--- config.mk ---
export PLATFORM = sky130hd
export DESIGN_NAME = delay_frame_dispatcher_flat
export DESIGN_NICKNAME = d
export VERILOG_FILES = /design/src/rtl/delay_frame_dispatcher_if.sv /design/src/rtl/delay_frame_dispatcher.sv /design/src/flat_wrapper.sv
export SDC_FILE = /design/constraint.sdc
export NUM_CORES = 1
export LEC_CHECK = 0
export CORE_UTILIZATION = 50
export CTS_CLUSTER_DIAMETER = 50
export DETAILED_ROUTE_END_ITERATION = 6
export PLACE_DENSITY = 0.74
export SETUP_SLACK_MARGIN = 0.1
export SYNTH_ARGS = -nofsm -noshare
export SYNTH_HDL_FRONTEND = slang
export SYNTH_SLANG_ARGS = --single-unit
--- constraint.sdc ---
create_clock -name clk -period 15.57 [get_ports clk]
set_input_delay 3.114 -clock clk [delete_from_list [all_inputs] [get_ports clk]]
set_output_delay 3.114 -clock clk [all_outputs]
set_load 0.005 [all_outputs]
--- src/rtl/delay_frame_dispatcher_if.sv ---
// Byte-stream input and delay-RAM write-port bundle for delay_frame_dispatcher.
// NUM_CH and ADDR_W here must match the values given to the dispatcher.
interface delay_frame_dispatcher_if #(
  parameter int NUM_CH = 4,
  parameter int ADDR_W = 11
);
  logic [7:0]               rx_data;
  logic                     rx_valid;
  logic [4:0]               ga;
  logic [NUM_CH-1:0]        wr_en;
  logic [NUM_CH*ADDR_W-1:0] wr_addr;
  logic [NUM_CH*24-1:0]     wr_data;
  logic                     frame_ok;
  logic                     frame_err;
  logic [1:0]               err_code;
  logic [15:0]              ok_cnt;
  logic [15:0]              err_cnt;

  // Byte source and RAM observer side
  modport master (
    output rx_data, rx_valid, ga,
    input  wr_en, wr_addr, wr_data, frame_ok, frame_err, err_code, ok_cnt, err_cnt
  );

  // Dispatcher side
  modport slave (
    input  rx_data, rx_valid, ga,
    output wr_en, wr_addr, wr_data, frame_ok, frame_err, err_code, ok_cnt, err_cnt
  );
endinterface

--- src/rtl/delay_frame_dispatcher.sv ---
// Parses 11-byte delay frames (EB 9C, 8 payload bytes, checksum) and writes the
// 24-bit delay word into one of NUM_CH delay RAMs at a per-port running address.
// Frames are only acted upon when the key and the board slot (derived from the
// geographic address) match; a port-0xF, zero-delay frame rewinds all addresses.
module delay_frame_dispatcher #(
  parameter int          NUM_CH      = 4,
  parameter int          ADDR_W      = 11,
  parameter int          TIMEOUT_CYC = 100000,
  parameter logic [31:0] FRAME_KEY   = 32'h02002000
) (
  input logic clk,
  input logic rst,
  delay_frame_dispatcher_if.slave bus
);

  localparam int IDLE_W = $clog2(TIMEOUT_CYC + 1);

  typedef enum logic [1:0] {IDLE, HEAD1, PAYLOAD, CSUM} state_e;

  state_e              state_q, state_d;
  logic [2:0]          byteIdx_q, byteIdx_d;
  logic [63:0]         payload_q, payload_d;
  logic [7:0]          sum_q, sum_d;
  logic [IDLE_W-1:0]   idleCnt_q, idleCnt_d;
  logic [3:0]          slotMap_q, slotMap_d;

  logic                okEvt, errEvt, doWrite, doClear;
  logic [1:0]          errCause;
  logic [7:0]          sumFinal;

  logic [31:0]         keyField;
  logic [3:0]          slotField, portField;
  logic [23:0]         delayField;

  logic [NUM_CH-1:0]        wrEn_q;
  logic [NUM_CH*ADDR_W-1:0] wrAddr_q;
  logic [NUM_CH*24-1:0]     wrData_q;
  logic                     frameOk_q, frameErr_q;
  logic [1:0]               errCode_q;
  logic [15:0]              okCnt_q, errCnt_q;
  logic [ADDR_W-1:0]        addrCnt_q [NUM_CH];

  assign keyField   = payload_q[63:32];
  assign slotField  = payload_q[31:28];
  assign portField  = payload_q[27:24];
  assign delayField = payload_q[23:0];

  // Map the geographic address onto the crate slot number this board answers to
  always_comb begin
    slotMap_d = 4'd0;
    if (bus.ga >= 5'd2 && bus.ga <= 5'd8) begin
      slotMap_d = 4'(bus.ga - 5'd1);
    end else if (bus.ga >= 5'd10 && bus.ga <= 5'd17) begin
      slotMap_d = 4'(bus.ga - 5'd2);
    end
  end

  // Frame parser: header hunt, payload capture, checksum evaluation and idle timeout
  always_comb begin
    state_d   = state_q;
    byteIdx_d = byteIdx_q;
    payload_d = payload_q;
    sum_d     = sum_q;
    idleCnt_d = '0;
    okEvt     = 1'b0;
    errEvt    = 1'b0;
    errCause  = 2'b00;
    doWrite   = 1'b0;
    doClear   = 1'b0;
    sumFinal  = sum_q + bus.rx_data;

    case (state_q)
      IDLE: begin
        if (bus.rx_valid && bus.rx_data == 8'hEB) begin
          state_d = HEAD1;
          sum_d   = 8'hEB;
        end
      end
      HEAD1: begin
        if (bus.rx_valid) begin
          if (bus.rx_data == 8'h9C) begin
            state_d   = PAYLOAD;
            byteIdx_d = 3'd0;
            sum_d     = sumFinal;
          end else if (bus.rx_data == 8'hEB) begin
            sum_d = 8'hEB;
          end else begin
            state_d  = IDLE;
            errEvt   = 1'b1;
            errCause = 2'b01;
          end
        end
      end
      PAYLOAD: begin
        if (bus.rx_valid) begin
          payload_d[{byteIdx_q, 3'b000} +: 8] = bus.rx_data;
          sum_d = sumFinal;
          if (byteIdx_q == 3'd7) begin
            state_d = CSUM;
          end else begin
            byteIdx_d = byteIdx_q + 3'd1;
          end
        end
      end
      CSUM: begin
        if (bus.rx_valid) begin
          state_d = IDLE;
          if (sumFinal == 8'h00) begin
            okEvt = 1'b1;
            if (keyField == FRAME_KEY && slotField == slotMap_q) begin
              if (portField == 4'hF && delayField == 24'd0) begin
                doClear = 1'b1;
              end else if (int'(portField) < NUM_CH) begin
                doWrite = 1'b1;
              end
            end
          end else begin
            errEvt   = 1'b1;
            errCause = 2'b10;
          end
        end
      end
      default: state_d = IDLE;
    endcase

    // A byte arriving on the very cycle the limit is reached still wins
    if (state_q != IDLE && !bus.rx_valid) begin
      if (idleCnt_q == IDLE_W'(TIMEOUT_CYC - 1)) begin
        state_d  = IDLE;
        errEvt   = 1'b1;
        errCause = 2'b11;
      end else begin
        idleCnt_d = idleCnt_q + 1'b1;
      end
    end
  end

  // Parser state and registered slot map
  always_ff @(posedge clk or posedge rst) begin
    if (rst) begin
      state_q   <= IDLE;
      byteIdx_q <= 3'd0;
      payload_q <= 64'd0;
      sum_q     <= 8'd0;
      idleCnt_q <= '0;
      slotMap_q <= 4'd0;
    end else begin
      state_q   <= state_d;
      byteIdx_q <= byteIdx_d;
      payload_q <= payload_d;
      sum_q     <= sum_d;
      idleCnt_q <= idleCnt_d;
      slotMap_q <= slotMap_d;
    end
  end

  // Result pulses, sticky error cause and saturating frame counters
  always_ff @(posedge clk or posedge rst) begin
    if (rst) begin
      frameOk_q  <= 1'b0;
      frameErr_q <= 1'b0;
      errCode_q  <= 2'b00;
      okCnt_q    <= 16'd0;
      errCnt_q   <= 16'd0;
    end else begin
      frameOk_q  <= okEvt;
      frameErr_q <= errEvt;
      if (errEvt) begin
        errCode_q <= errCause;
      end
      if (okEvt && okCnt_q != 16'hFFFF) begin
        okCnt_q <= okCnt_q + 16'd1;
      end
      if (errEvt && errCnt_q != 16'hFFFF) begin
        errCnt_q <= errCnt_q + 16'd1;
      end
    end
  end

  // Per-port write strobes and running RAM addresses; data/address hold between writes
  always_ff @(posedge clk or posedge rst) begin
    if (rst) begin
      wrEn_q   <= '0;
      wrAddr_q <= '0;
      wrData_q <= '0;
      for (int p = 0; p < NUM_CH; p++) begin
        addrCnt_q[p] <= '0;
      end
    end else begin
      for (int p = 0; p < NUM_CH; p++) begin
        wrEn_q[p] <= 1'b0;
        if (doClear) begin
          addrCnt_q[p] <= '0;
        end else if (doWrite && int'(portField) == p) begin
          wrEn_q[p]                     <= 1'b1;
          wrAddr_q[p*ADDR_W +: ADDR_W]  <= addrCnt_q[p];
          wrData_q[p*24 +: 24]          <= delayField;
          addrCnt_q[p]                  <= addrCnt_q[p] + 1'b1;
        end
      end
    end
  end

  assign bus.wr_en     = wrEn_q;
  assign bus.wr_addr   = wrAddr_q;
  assign bus.wr_data   = wrData_q;
  assign bus.frame_ok  = frameOk_q;
  assign bus.frame_err = frameErr_q;
  assign bus.err_code  = errCode_q;
  assign bus.ok_cnt    = okCnt_q;
  assign bus.err_cnt   = errCnt_q;

endmodule

--- src/flat_wrapper.sv ---
// flat-port wrapper written by rule: the top's interface ports become plain ports
module delay_frame_dispatcher_flat 
#(
  parameter int          NUM_CH      = 4,
  parameter int          ADDR_W      = 11,
  parameter int          TIMEOUT_CYC = 100000,
  parameter logic [31:0] FRAME_KEY   = 32'h02002000
)
  (clk, rst, bus_rx_data, bus_rx_valid, bus_ga, bus_wr_en, bus_wr_addr, bus_wr_data, bus_frame_ok, bus_frame_err, bus_err_code, bus_ok_cnt, bus_err_cnt);
  delay_frame_dispatcher_if #(.NUM_CH(NUM_CH), .ADDR_W(ADDR_W)) bus_i ();
  input logic clk;
  input logic rst;
  input wire logic [$bits(bus_i.rx_data)-1:0] bus_rx_data;
  input wire logic [$bits(bus_i.rx_valid)-1:0] bus_rx_valid;
  input wire logic [$bits(bus_i.ga)-1:0] bus_ga;
  output wire logic [$bits(bus_i.wr_en)-1:0] bus_wr_en;
  output wire logic [$bits(bus_i.wr_addr)-1:0] bus_wr_addr;
  output wire logic [$bits(bus_i.wr_data)-1:0] bus_wr_data;
  output wire logic [$bits(bus_i.frame_ok)-1:0] bus_frame_ok;
  output wire logic [$bits(bus_i.frame_err)-1:0] bus_frame_err;
  output wire logic [$bits(bus_i.err_code)-1:0] bus_err_code;
  output wire logic [$bits(bus_i.ok_cnt)-1:0] bus_ok_cnt;
  output wire logic [$bits(bus_i.err_cnt)-1:0] bus_err_cnt;
  assign bus_i.rx_data = bus_rx_data;
  assign bus_i.rx_valid = bus_rx_valid;
  assign bus_i.ga = bus_ga;
  assign bus_wr_en = bus_i.wr_en;
  assign bus_wr_addr = bus_i.wr_addr;
  assign bus_wr_data = bus_i.wr_data;
  assign bus_frame_ok = bus_i.frame_ok;
  assign bus_frame_err = bus_i.frame_err;
  assign bus_err_code = bus_i.err_code;
  assign bus_ok_cnt = bus_i.ok_cnt;
  assign bus_err_cnt = bus_i.err_cnt;
  delay_frame_dispatcher #(.NUM_CH(NUM_CH), .ADDR_W(ADDR_W), .TIMEOUT_CYC(TIMEOUT_CYC), .FRAME_KEY(FRAME_KEY)) u_core (.clk(clk), .rst(rst), .bus(bus_i));
endmodule
==> metrics.txt, run 1 <==
Pwr Total=~2 mW; Area growth, synth to finish=24.33%; Relative slew margins=~22%; vias post-DR=around 11000; Root Driver=clkbuf_16; CTS tree=yes; All-Layer GR Usage=a little under a quarter; CP required=around 16000 ps; WP data arrival=7860 ps; PD cells=approximately 110 mW/mm2; DRT iter0 DRCs=roughly 760; CP max-delay cell=xor2_1; Worst Setup End Kind=flop; CTS Buf Count=37; diode count=0; clock slew at reported path FFs=~60 ps; switch share=about a quarter; die width=between 150 and 200 um; first-pass GRT wire length=about 56000 um; Max H-tree Level=2; dpl cells=1785; Avg Cell Area, Syn=11.54 um2; post-synthesis sequential area ratio=a little under three fifths; Tightest Pin Transition=about 1200 ps; Lkg Pwr=roughly 8 nW; RSZ-0062 raised after global routing=false; Switching Power=498.7 uW; Post-CTS Resized=0; # clock sinks=between 300 and 400; Sequential Power Share=approximately 45%; core footprint=0.02809 mm2; CP Max Fanout=27; Post-Layout Inst Area=~0.018 mm2; cell-internal power=1.469 mW; DP Wirelength=around 23000 um; asr flop ratio synth=between 90% and 100%; Yosys cell types=64; Combinational Power Share=11.1%; port bufs=about 200; vias per inst=5.715; worst ir drop on vdd=about 0.075 mV; Die Height=between 150 and 200 um; final hold vios=0; worst hold margin=about 480 ps; yosys warns=0; drt first pass iters=7; fin cells=1851; Hold WC Path Type=reg -> reg; largest buffer count on any clock path=3; GRT Residual Overflow=0; routed len/inst=roughly 19 um; number of flops mapped to enable cells by yosys=0; DRC Markers=0; I/O pins=a little under 200; predominant post-synthesis flop cell=dfrtp_1; cells after synthesis=~1300; slowest stage delay, CP=around 920 ps; initial antenna violation count=0; post-route ant nets=0; dpl cell area=about 0.017 mm2; largest net degree at the start of global routing=107; initial cell density of the core=roughly 52%; final period utilization=between 40% and 50%; num rows=61; fin. max-slew vios=0; clk_lat worst skew=around 520 ps; Setup CP Type=in -> reg; Placer Congestion=between 0.8 and 0.9; CP cell instances=clkdlybuf4s50_1 > ha_1 > fa_1 > a211oi_2 > o21bai_1 > a21oi_2 > xor2_1 > nand4_1 > buf_4 > mux2_2; Synth Net Count=1301; WL final=roughly 35000 um; CTS Hold Bufs=0; fmax=133.9 MHz; power share of the clock group=44.2%; post-CTS setup buffers=0; Max-Cap Viols=0; Startpoint Class=input port; status=completed; Yosys reg bits=322; final setup fails=0; share of cells above drive strength 1=~16%; final setup TNS=0 ps; final clock skew=around 23 ps; final net count=1494; die area=about 0.03 mm2; Synth Cell Area=approximately 0.014 mm2; Tmin final=approximately 7500 ps; vias in the first global route=10610
[area by class of cell]
| type | instances | area, um2 |
|---|---|---|
| clock buffer | 54 | 1110 |
| clock inverter | 12 | 127.6 |
| inverter | 24 | 97.59 |
| timing repair buffer | 207 | 2042 |
| tap | 378 | 473.0 |
| fill | 2265 | 10100 |
| multi-input combinational | 854 | 6077 |
| sequential | 322 | 8058 |
[critical path, delay by kind of cell]
kind | cells | cell delay, ps
XOR/XNOR | 1 | 920
buffers and inverters | 2 | 1180
adder cells (fa/ha/maj) | 2 | 820
AND/OR/NAND/NOR | 1 | 810
multiplexers | 1 | 330
AO/OA/AOI/OAI | 3 | 640
[through the flow]
stage	worst slack, ps	utilization [%]
2_1_floorplan	3543	-
3_3_place_gp	7872	59.63
3_5_place_dp	7694	59.63
4_1_cts	8194	64.03
5_1_grt	7899	64.03
6_report	8103	64.03
[sequential cells by signal (all words and copies together) (netlist names), 4 cells and up]
register,flops
u_core.bus.ok_cnt,16
u_core.idleCnt_q,17
u_core.bus.err_cnt,16
u_core.sum_q,8
u_core.bus.wr_en,4
u_core.slotMap_q,4
u_core.payload_q,64
u_core.addrCnt_q,44
u_core.bus.wr_addr,44
u_core.bus.wr_data,96
[cells in the mapped netlist, types with 3 or more instances]
library cell | instances | share of area [%]
a31oi_1 | 6 | 0.26
nor2b_1 | 7 | 0.30
dfrtp_1 | 322 | 56
nor3_1 | 28 | 0.97
xor2_1 | 16 | 0.97
o21ai_1 | 4 | 0.14
clkbuf_1 | 29 | 0.75
a22o_1 | 17 | 1.0
xnor2_1 | 47 | 2.8
a21o_1 | 3 | 0.16
o21a_1 | 3 | 0.16
and2_1 | 9 | 0.39
or3_1 | 13 | 0.56
nor2_1 | 51 | 1.3
o21ai_0 | 83 | 2.9
inv_1 | 24 | 0.62
and3_1 | 29 | 1.3
buf_2 | 20 | 0.69
nand4_1 | 33 | 1.4
nor4_1 | 20 | 0.86
a21oi_1 | 36 | 1.2
nand2_1 | 122 | 3.2
mux2_1 | 4 | 0.31
nand3_1 | 54 | 1.9
nor4_2 | 4 | 0.35
o2111ai_1 | 3 | 0.18
or4_1 | 8 | 0.42
o22ai_1 | 4 | 0.17
o31ai_1 | 9 | 0.47
nor4b_1 | 4 | 0.24
mux2_2 | 148 | 12
o211ai_1 | 8 | 0.42
nor3b_1 | 4 | 0.21
and4_1 | 10 | 0.61
ha_1 | 31 | 2.7
[routing by layer]
layer  vias to the layer above  track usage [%]  part of all wire, %
li1                       4911                -                    -
met1                      5342            32.79                   44
met2                       267            39.38                   49
met3                        58            3.616                  4.8
met4                         0            7.426                  1.9
met5                         -                0                    0
[cells by family after synthesis]
family / Yosys count / share of synthesized area, %
flops: 322 / 55.70
simple gates: 410 / 15.05
xor+xnor: 63 / 3.814
fa+ha+maj: 32 / 2.820
compound gates: 195 / 8.312
buf+inv: 77 / 2.327
mux: 154 / 11.97
[layout by cell type (no fill, tap or decap), types with 9 or more instances in the layout]
cell,synthesis,layout
nand4_1,33,33
clkbuf_16,0,37
clkdlybuf4s50_1,0,195
xnor2_1,47,47
nand3_1,54,54
inv_1,24,23
ha_1,31,31
a22o_1,17,17
o21ai_0,83,83
buf_4,2,12
a21oi_1,36,36
and3_1,29,29
nor4_1,20,20
nor2_1,51,51
mux2_2,148,148
and2_1,9,9
nand2_1,122,122
nor3_1,28,28
and4_1,10,10
o31ai_1,9,9
clkbuf_8,0,12
dfrtp_1,322,322
or3_1,13,13
xor2_1,16,16
[worst paths after layout]
kind / start / end / slack [ps] / depth (start not counted)
worst max-delay path: bus_rx_data[0] / u_core.bus.wr_data[82]$_DFFE_PP0P_ / 8100 / 10
worst min-delay path: u_core.idleCnt_q[0]$_DFF_PP0_ / u_core.idleCnt_q[0]$_DFF_PP0_ / 480 / 1
worst max register to register: u_core.sum_q[0]$_DFFE_PP0P_ / u_core.bus.wr_data[82]$_DFFE_PP0P_ / 11140 / 9
worst min register to register: u_core.idleCnt_q[0]$_DFF_PP0_ / u_core.idleCnt_q[0]$_DFF_PP0_ / 480 / 1
max in group asynchronous: rst / u_core.bus.err_cnt[1]$_DFFE_PP0P_ / 10910 / 3
min in group asynchronous: rst / u_core.bus.ok_cnt[11]$_DFFE_PP0P_ / 3130 / 2
[power groups by stage]
stage | clock network [mW] | logic [mW] | registers [mW]
6_report | 0.870 | 0.219 | 0.878
5_1_grt | 0.921 | 0.243 | 0.880
4_1_cts | 0.884 | 0.220 | 0.878
3_5_place_dp | 0 | 0.219 | 0.892
3_3_place_gp | 0 | 0.213 | 0.892
2_1_floorplan | 0 | 0.156 | 0.889
Note: power is estimated with default switching activity, not from simulation.
==> inputs of run 2 (changes only) <==
Settings changed: PLACE_DENSITY 0.74 to 0.77.
Clock period 15.57 ns to 6.1 ns, I/O delays scaled along.
==> metrics.txt, run 2 (synthesis gave the netlist of run 1 again) <==
status=completed (unchanged); Startpoint Class=input port (unchanged); Reg-to-Reg End=u_core.bus.wr_data[20]$_DFFE_PP0P_ (was u_core.bus.wr_data[82]$_DFFE_PP0P_); All-Layer GR Usage=23.72% (was 23.97%); clk_lat worst skew=520 ps (about the same); vias per inst=5.768 (was 5.715); Critical path destination=u_core.bus.wr_data[20]$_DFFE_PP0P_ (was u_core.bus.wr_data[82]$_DFFE_PP0P_); CTS tree=yes (unchanged); most frequent cells in the layout=dfrtp_1, clkdlybuf4s50_1, mux2_2 (unchanged); initial cell density of the core=51.50% (unchanged); fin. max-slew vios=0 (unchanged); CP cell instances=clkdlybuf4s50_1 > ha_1 > fa_1 > a211oi_2 > o21ba_2 > o221ai_1 > or4_4 > nor3_4 > buf_4 > mux2_2 (was clkdlybuf4s50_1 > ha_1 > fa_1 > a211oi_2 > o21bai_1 > a21oi_2 > xor2_1 > nand4_1 > buf_4 > mux2_2); HP Start=u_core.bus.ok_cnt[3]$_DFFE_PP0P_ (was u_core.idleCnt_q[0]$_DFF_PP0_); WL final=34410 um (was 34560 um); fmax=around 210 MHz; Placer Congestion=0.9132 (was 0.8720); slowest stage delay, CP=690 ps (was 920 ps); RSZ-0062 raised after global routing=false (unchanged); final clock skew=15.00 ps (was 22.68 ps); die width=172.1 um (unchanged); Largest register FFs=96 (unchanged); Worst Setup End Kind=flop (unchanged); Switching Power=1.287 mW (was 498.7 uW); core footprint=0.02809 mm2 (unchanged); worst ir drop on vdd=0.1904 mV (was 0.07470 mV); Lkg Pwr=8.106 nW (was 8.070 nW); # clock sinks=322 (unchanged); Setup CP Type=in -> reg (unchanged); switch share=25.66% (was 25.34%); GRT Residual Overflow=0 (unchanged); Buf+Inv Stages, Crit Path=2 (unchanged); drt first pass iters=5 (was 7); routed len/inst=18.50 um (was 18.67 um); Worst path depth=10 (unchanged); share of cells above drive strength 1=17.00% (was 16.43%); commonest non-fill, non-tap cell in the layout=dfrtp_1 (unchanged); Combinational Power Share=11.6% (was 11.1%); PD cells=277.8 mW/mm2 (was 109.4 mW/mm2); CP startpoint=bus_rx_data[0] (unchanged); Hold WC Path Type=reg -> reg (unchanged); die area=0.02962 mm2 (unchanged); power share of the clock group=43.8% (was 44.2%); num rows=61 (unchanged); DRC Markers=0 (unchanged); largest buffer count on any clock path=3 (unchanged); worst hold margin=490.6 ps (was 478.5 ps); Max H-tree Level=2 (unchanged); post-route ant nets=0 (unchanged); vias post-DR=10730 (was 10580); Area growth, synth to finish=24.85% (was 24.33%); Post-CTS Resized=0 (unchanged); Max-Cap Viols=0 (unchanged); Tmin final=4754 ps; Sequential Power Share=44.7% (was 44.6%); final hold vios=0 (unchanged); port bufs=195 (unchanged); clock slew at reported path FFs=60 ps (about the same); initial antenna violation count=0 (unchanged); WP data arrival=5150 ps (was 7860 ps); CP required=6500 ps (was 15960 ps); FF-to-FF Start=u_core.sum_q[0]$_DFFE_PP0P_ (unchanged); r2r setup slk=2540 ps (was 11140 ps); Top delay family on crit path=buffers and inverters (unchanged); final period utilization=77.93%; DRT iter0 DRCs=629 (was 758); final setup TNS=0 ps (unchanged); post-CTS setup buffers=0 (unchanged); CP max-delay cell=or4_4 (was xor2_1); CTS Hold Bufs=0 (unchanged); Root Driver=clkbuf_16 (unchanged); DP Wirelength=23430 um (was 23380 um); CP Max Fanout=38 (was 27); final net count=1502 (was 1494); Relative slew margins=15.09% (was 22.20%); CTS Buf Count=38 (was 37); largest net degree at the start of global routing=173 (was 107); Die Height=172.1 um (unchanged); cell-internal power=3.729 mW (was 1.469 mW); I/O pins=196 (unchanged); Tightest Pin Transition=1265 ps (was 1159 ps); vias in the first global route=10440 (was 10610); number of fill cells=2228 (was 2265); diode count=0 (unchanged); final setup fails=0 (unchanged); worst reg-to-reg path cell count=9 (unchanged); first-pass GRT wire length=55560 um (was 56030 um)
-- run 2: metal layers --
metal	vias to the layer above	global-route usage, %	routed length, um
met2	310	38.46	16920
met4	0	7.387	725
met3	53	3.616	1789
li1	4925	-	-
met1	5440	32.86	14980
met5	-	0	0
-- run 2: layout make-up --
type	instances	area, um2	area share (%)
Clock buffer	51	1101	6.097
Clock inverter	17	137.6	0.7621
Inverter	24	93.84	0.5196
Multi-Input combinational cell	854	6077	33.65
Sequential cell	322	8058	44.62
Tap cell	378	473.0	2.619
Timing Repair Buffer	214	2120	11.74
-- run 2: metrics by stage --
step	setup slack (ps)	util, %	power [mW]	cells	instance area [um2]
6_report	1346	64.30	5.017	1860	18060
5_1_grt	1212	64.30	5.221	1860	18060
4_1_cts	1414	64.30	5.052	1860	18060
3_5_place_dp	929.5	59.89	2.854	1792	16820
3_3_place_gp	1024	59.89	2.828	1792	16820
2_1_floorplan	585.2	-	2.668	1253	14470
-- run 2: worst min path at each step --
stage / endpoint / cells past startpoint
2_1_floorplan: u_core.idleCnt_q[0]$_DFF_PP0_ / 1
4_1_cts: u_core.bus.ok_cnt[3]$_DFFE_PP0P_ / 1
6_report: u_core.bus.ok_cnt[3]$_DFFE_PP0P_ / 1
5_1_grt: u_core.bus.wr_addr[21]$_DFFE_PP0P_ / 1
3_3_place_gp: u_core.bus.wr_addr[39]$_DFFE_PP0P_ / 2
3_5_place_dp: u_core.bus.ok_cnt[3]$_DFFE_PP0P_ / 1
-- run 2: power by group through the flow --
| stage | Sequential [mW] | Combinational, mW | Clock (mW) |
|---|---|---|---|
| after floorplan | 2.27 | 0.398 | 0 |
| after global placement | 2.27 | 0.553 | 0 |
| after CTS | 2.24 | 0.579 | 2.23 |
| after global routing | 2.25 | 0.646 | 2.33 |
| after detailed placement | 2.28 | 0.576 | 0 |
| final | 2.24 | 0.580 | 2.20 |
